===== src/rtl/tdc_measure_sequencer.sv =====
// Sequencer for one gated edge-count measurement: clear, gate, settle, capture, valid/ready result.
// Optional TDC_AUTO_REARM_EN: back-to-back measurements while start stays high, with lost-result pulse.
module tdc_measure_sequencer #(
    parameter int GATE_W       = 16,
    parameter int CNT_W        = 8,
    parameter int CLEAR_CYCLES = 2
) (
    input  logic              clk,
    input  logic              rst,
    input  logic              start,
    input  logic              abort,
    input  logic [GATE_W-1:0] gate_len,
    input  logic              inc,
    input  logic [CNT_W-1:0]  count_in,
    output logic              cnt_clear,
    output logic              cnt_en,
    output logic              busy,
    output logic              res_valid,
    input  logic              res_ready,
    output logic [CNT_W-1:0]  result,
    output logic              overflow,
    output logic              lost
);

    localparam int CLR_W = (CLEAR_CYCLES > 1) ? $clog2(CLEAR_CYCLES) : 1;

`ifdef TDC_AUTO_REARM_EN
    localparam bit AUTO_REARM = 1'b1;
`else
    localparam bit AUTO_REARM = 1'b0;
`endif

    typedef enum logic [2:0] {
        S_IDLE,
        S_CLEAR,
        S_GATE,
        S_SETTLE,
        S_CAPTURE
    } state_t;

    state_t             state_q, state_d;
    logic [CLR_W-1:0]   clr_cnt_q;
    logic [GATE_W-1:0]  gate_cnt_q;
    logic               trk_q;
    logic               cnt_clear_q, cnt_clear_d;
    logic               cnt_en_q, cnt_en_d;
    logic               busy_q, busy_d;
    logic               res_valid_q;
    logic [CNT_W-1:0]   result_q;
    logic               overflow_q;
    logic               start_ok;
    logic               load;
    logic               capture;

    // With auto-rearm a pending result does not block a new start; it gets overwritten instead.
    assign start_ok = start & (AUTO_REARM | ~res_valid_q);
    assign load     = (state_d == S_CLEAR) && ((state_q == S_IDLE) || (state_q == S_CAPTURE));
    assign capture  = (state_q == S_CAPTURE) && !abort;

    always_comb begin
        state_d = state_q;
        case (state_q)
            S_IDLE:    if (start_ok && !abort) state_d = S_CLEAR;
            S_CLEAR:   if (clr_cnt_q == '0) state_d = S_GATE;
            S_GATE:    if (gate_cnt_q <= GATE_W'(1)) state_d = S_SETTLE;
            S_SETTLE:  state_d = S_CAPTURE;
            S_CAPTURE: state_d = (AUTO_REARM && start) ? S_CLEAR : S_IDLE;
            default:   state_d = S_IDLE;
        endcase
        if (abort) state_d = S_IDLE;
    end

    always_comb begin
        cnt_clear_d = (state_d == S_CLEAR);
        cnt_en_d    = (state_d == S_GATE);
        busy_d      = (state_d != S_IDLE);
    end

    always_ff @(posedge clk) begin
        if (rst) begin
            state_q     <= S_IDLE;
            clr_cnt_q   <= '0;
            gate_cnt_q  <= '0;
            trk_q       <= 1'b0;
            cnt_clear_q <= 1'b0;
            cnt_en_q    <= 1'b0;
            busy_q      <= 1'b0;
            res_valid_q <= 1'b0;
            result_q    <= '0;
            overflow_q  <= 1'b0;
        end else begin
            state_q     <= state_d;
            cnt_clear_q <= cnt_clear_d;
            cnt_en_q    <= cnt_en_d;
            busy_q      <= busy_d;

            if (load) begin
                gate_cnt_q <= (gate_len == '0) ? GATE_W'(1) : gate_len;
                clr_cnt_q  <= CLR_W'(CLEAR_CYCLES - 1);
            end else if (state_q == S_CLEAR) begin
                trk_q <= 1'b0;
                if (clr_cnt_q != '0) clr_cnt_q <= clr_cnt_q - 1'b1;
            end else if (state_q == S_GATE) begin
                gate_cnt_q <= gate_cnt_q - 1'b1;
                if (cnt_en_q && inc && (&count_in)) trk_q <= 1'b1;
            end

            // Capture wins over a simultaneous acceptance so the new result is not dropped.
            if (capture) begin
                res_valid_q <= 1'b1;
                result_q    <= count_in;
                overflow_q  <= trk_q;
            end else if (res_valid_q && res_ready) begin
                res_valid_q <= 1'b0;
            end
        end
    end

`ifdef TDC_AUTO_REARM_EN
    logic lost_q;

    always_ff @(posedge clk) begin
        if (rst) lost_q <= 1'b0;
        else     lost_q <= capture & res_valid_q & ~res_ready;
    end

    assign lost = lost_q;
`else
    assign lost = 1'b0;
`endif

    assign cnt_clear = cnt_clear_q;
    assign cnt_en    = cnt_en_q;
    assign busy      = busy_q;
    assign res_valid = res_valid_q;
    assign result    = result_q;
    assign overflow  = overflow_q;

endmodule

===== config.mk =====
export PLATFORM = sky130hd
export DESIGN_NAME = tdc_measure_sequencer
export DESIGN_NICKNAME = d
export VERILOG_FILES = /design/src/rtl/tdc_measure_sequencer.sv
export SDC_FILE = /design/constraint.sdc
export NUM_CORES = 1
export LEC_CHECK = 0
export ABC_AREA = 1
export BUFFER_PORTS_ARGS = -buffer_cell sky130_fd_sc_hd__buf_2
export CAP_MARGIN = 40
export CELL_PAD_IN_SITES_DETAIL_PLACEMENT = 0
export CELL_PAD_IN_SITES_GLOBAL_PLACEMENT = 2
export CORE_MARGIN = 3
export CORE_UTILIZATION = 28
export DETAILED_ROUTE_END_ITERATION = 12
export PLACE_DENSITY_LB_ADDON = 0.1
export SLEW_MARGIN = 30
export SYNTH_ARGS = -nofsm -noshare
export SYNTH_HDL_FRONTEND = slang
export SYNTH_SLANG_ARGS = --single-unit

===== constraint.sdc =====
create_clock -name clk -period 1.72 [get_ports clk]
set_input_delay 0 -clock clk [delete_from_list [all_inputs] [get_ports clk]]
set_output_delay 0 -clock clk [all_outputs]
set_load 0.01 [all_outputs]

==> impl_results.md <==
* Status: finished clean
* Syn Area/Cell at ~6.5 um^2
* Setup crit end kind: flip-flop
* Worst skew pair latency at around 0.28 ns
* CTS Sinks at 34
* Hold Crit Depth at 3
* CTS Root Cell: clkbuf_8
* Netlist area before placement at about 1900 um^2
* CTS HTree Levels at 2
* TritonCTS buffer count at 5
* DRT Wirelength at about 5.5 mm
* First-pass GRT wire length at between 9 and 10 mm
* Vias at just over 2000
* Final Max Tran Viols at 0
* Distinct cells, synth at 31
* Final Setup Violations at 0
* Worst path buffer plus inverter count at 2
* Grt total ovfl at 0
* Fin crit share at 0.877
* Die footprint at a little under 8000 um^2
* RSZ-0062 raised after global routing: no
* Critical path depth in cells at 8
* CP startpoint: res_valid$_SDFFE_PP0P_
* Clock power share at 0.408
* Worst setup margin at roughly 0.21 ns
* Vias/cell at 4.64
* Dominant cell type by area after synthesis: dfxtp_1
* Power per cell area at around 900 nW/um^2
* Post-synth top cells: 60 x nor2_1, 54 x nand2_1, 34 x dfxtp_1
* Critical Path AT at approximately 1.7 ns
* Post-synth EDFFs at 0
* Fin nets at 388
* Dpl ws at around 0.22 ns
* P&R area growth vs syn at 29.5%
* Max stage delay on crit path at around 0.32 ns
* Reg2reg start: res_valid$_SDFFE_PP0P_
* Setup CP Type: reg -> reg
* Final setup skew at around 0.0031 ns
* Diodes inserted at 0
* Final TNS setup at 0 ns
* Worst Hold Class: in -> reg
* Min-delay src: gate_len[9]
* Final min period at about 1.5 ns
* Drt drc at 0
* Critical Path Start Type: flip-flop
* Critical path fanouts, max at 10
* GPL Wtd Cong at between 0.7 and 0.8
* Post-DRT Antenna Nets at 0
* Initial Util at 0.295
* First-pass iteration count of the detailed router at 5
* Vias in the first global route at 1980
* Asr flop ratio synth at 0
* Clock Pin Slew Worst Setup and Hold Paths at roughly 0.070 ns
* TritonCTS clock tree: done
* Yosys top cell area share at 0.357
* Die Height at 88.6 um
* Logic pwr share at 0.211
* Slew HR at 0.609
* Clock Tree Buf Depth at 2
* Critical Path RT at a little under 2 ns
* Reg2reg path depth at 8
* Switching share of power at 0.282
* Ranking of synthesized cells by area: dfxtp_1 36%, nor2_1 12%, nand2_1 11%
* Instance count of the mapped netlist at roughly 300
* Switch Pwr at ~640 uW
* Slew @ Worst Pin at 0.586 ns
* Peak supply drop at between 0.0003 and 0.0004 V
* Syn Nets at 327
* Synth Flop Type: dfxtp_1
* IO Count at 44
* Total track usage at 0.152
* Register area share after synthesis at 0.357
* Leak Pwr at between 0.001 and 0.0015 uW
* Final Hold Viols at 0
* Pint at between 1500 and 2000 uW
* Drt initial violations at 75
* Syn. warnings at 0
* CP max stage cell: dfxtp_1
* Delay-heaviest family, CP: compound AO/OA/AOI/OAI gates
* Post-CTS Setup Repair Bufs at 0
* Largest net degree at the start of global routing at 20
* Post-DP HPWL at around 4 mm
* Reg power frac at 0.381
* Die span in x at roughly 89 um
* Row count at 29
* Critical path, cell by cell: inv_1 > nand2_1 > o21ai_0 > nand2_2 > buf_4 > o21ai_0 > nand2_1 > a21oi_1
* F_max at approximately 660 MHz
* WL/cell at between 10 and 15 um
* Count leader, synth: nor2_1
* Buffers on Ports at 42
* Initial antenna violation count at 0
* Layout cells sized above 1 at 0.202
* Max Cap Viol at 0
* #FFs+latches synth at 34
* Floorplan core area at 6460 um^2
[repair_timing]
item / CTS / global route
hold buffers: 13 / 0
endpoints found under the setup margin: 0 / 1
gates resized for setup: 0 / 1
endpoints found under the hold margin: 13 / 0
[layer usage]
layer,vias to the layer above,part of all wire,GRT usage
met2,47,0.47,0.246
met4,0,0.0057,0.0467
met1,894,0.49,0.204
met5,-,0,0
li1,1072,-,-
met3,2,0.043,0.0307
[flip-flops by register name, summed over array words and instances, names as in the netlist]
signal,count
trk_q,1
state_q,3
res_valid,1
result,8
clr_cnt_q,1
cnt_clear,1
cnt_en,1
busy,1
gate_cnt_q,16
overflow,1
[path summary, 6_finish.rpt]
check | endpoint | slack, ns
setup / recovery | gate_cnt_q[14]$_SDFFE_PP0P_ | 0.21
setup reg to reg | gate_cnt_q[14]$_SDFFE_PP0P_ | 0.21
hold / removal | gate_cnt_q[9]$_SDFFE_PP0P_ | 0.01
hold reg to reg | trk_q$_SDFFE_PP0P_ | 0.46
[power groups by stage]
stage | sequential (uW) | clock, uW | combinational [uW]
global placement | 884 | 0 | 466
CTS | 865 | 958 | 483
floorplan | 875 | 0 | 328
finish | 865 | 926 | 478
global route | 870 | 981 | 557
detailed placement | 883 | 0 | 458
[metrics by stage]
step | area [um^2] | hold WS (ns) | cells | power (uW) | util
finish | 2470 | 0.0124 | 434 | 2270 | 0.383
CTS | 2470 | 0.00549 | 434 | 2300 | 0.382
detailed placement | 2190 | 0.245 | 413 | 1340 | 0.340
global placement | 2190 | 0.240 | 413 | 1350 | 0.340
global route | 2470 | 0.0583 | 434 | 2410 | 0.383
floorplan | 1910 | 0.0691 | 295 | 1200 | -
[cells by family after synthesis]
| kind of cell | Yosys count | synth area share |
|---|---|---|
| AND/OR/NAND/NOR | 166 | 0.382 |
| AO/OA/AOI/OAI | 46 | 0.130 |
| buffers and inverters | 45 | 0.111 |
| flip-flops | 34 | 0.357 |
| adder cells (fa/ha/maj) | 2 | 0.0131 |
| XOR/XNOR | 1 | 0.00459 |
| other | 1 | 0.00197 |
[final cells by class]
cell class                      instances  area, um^2
Fill cell                             732        3990
Multi-Input combinational cell        216        1020
Sequential cell                        34         681
Timing Repair Buffer                   62         393
Inverter                               37         139
Tap cell                               77        96.3
Clock buffer                            6        82.6
Clock inverter                          2        60.1
[worst register-to-register path: stages, from the launching register on]
cell and delay, ns:
dfxtp_1 0.32, inv_1 0.06, nand2_1 0.07, o21ai_0 0.19
nand2_2 0.21, buf_4 0.24, o21ai_0 0.17, nand2_1 0.07
a21oi_1 0.11
[cells in the final DEF, fill, tap and decap left out, drive strengths merged]
master	synthesis	layout
xnor2	1	1
dlygate4sd3	0	13
nand3	35	35
nand2	58	58
conb	1	1
nand4	7	7
dfxtp	34	34
ha	2	2
a31oi	1	1
o21ai	24	24
o211ai	3	3
and2	1	1
buf	5	49
inv	36	36
o22ai	1	1
clkinv	1	1
nand3b	1	1
nor3	2	2
a21oi	17	17
nor2	62	62
clkbuf	3	6
bufinv	0	2
Power figures use the tool's default switching activity.
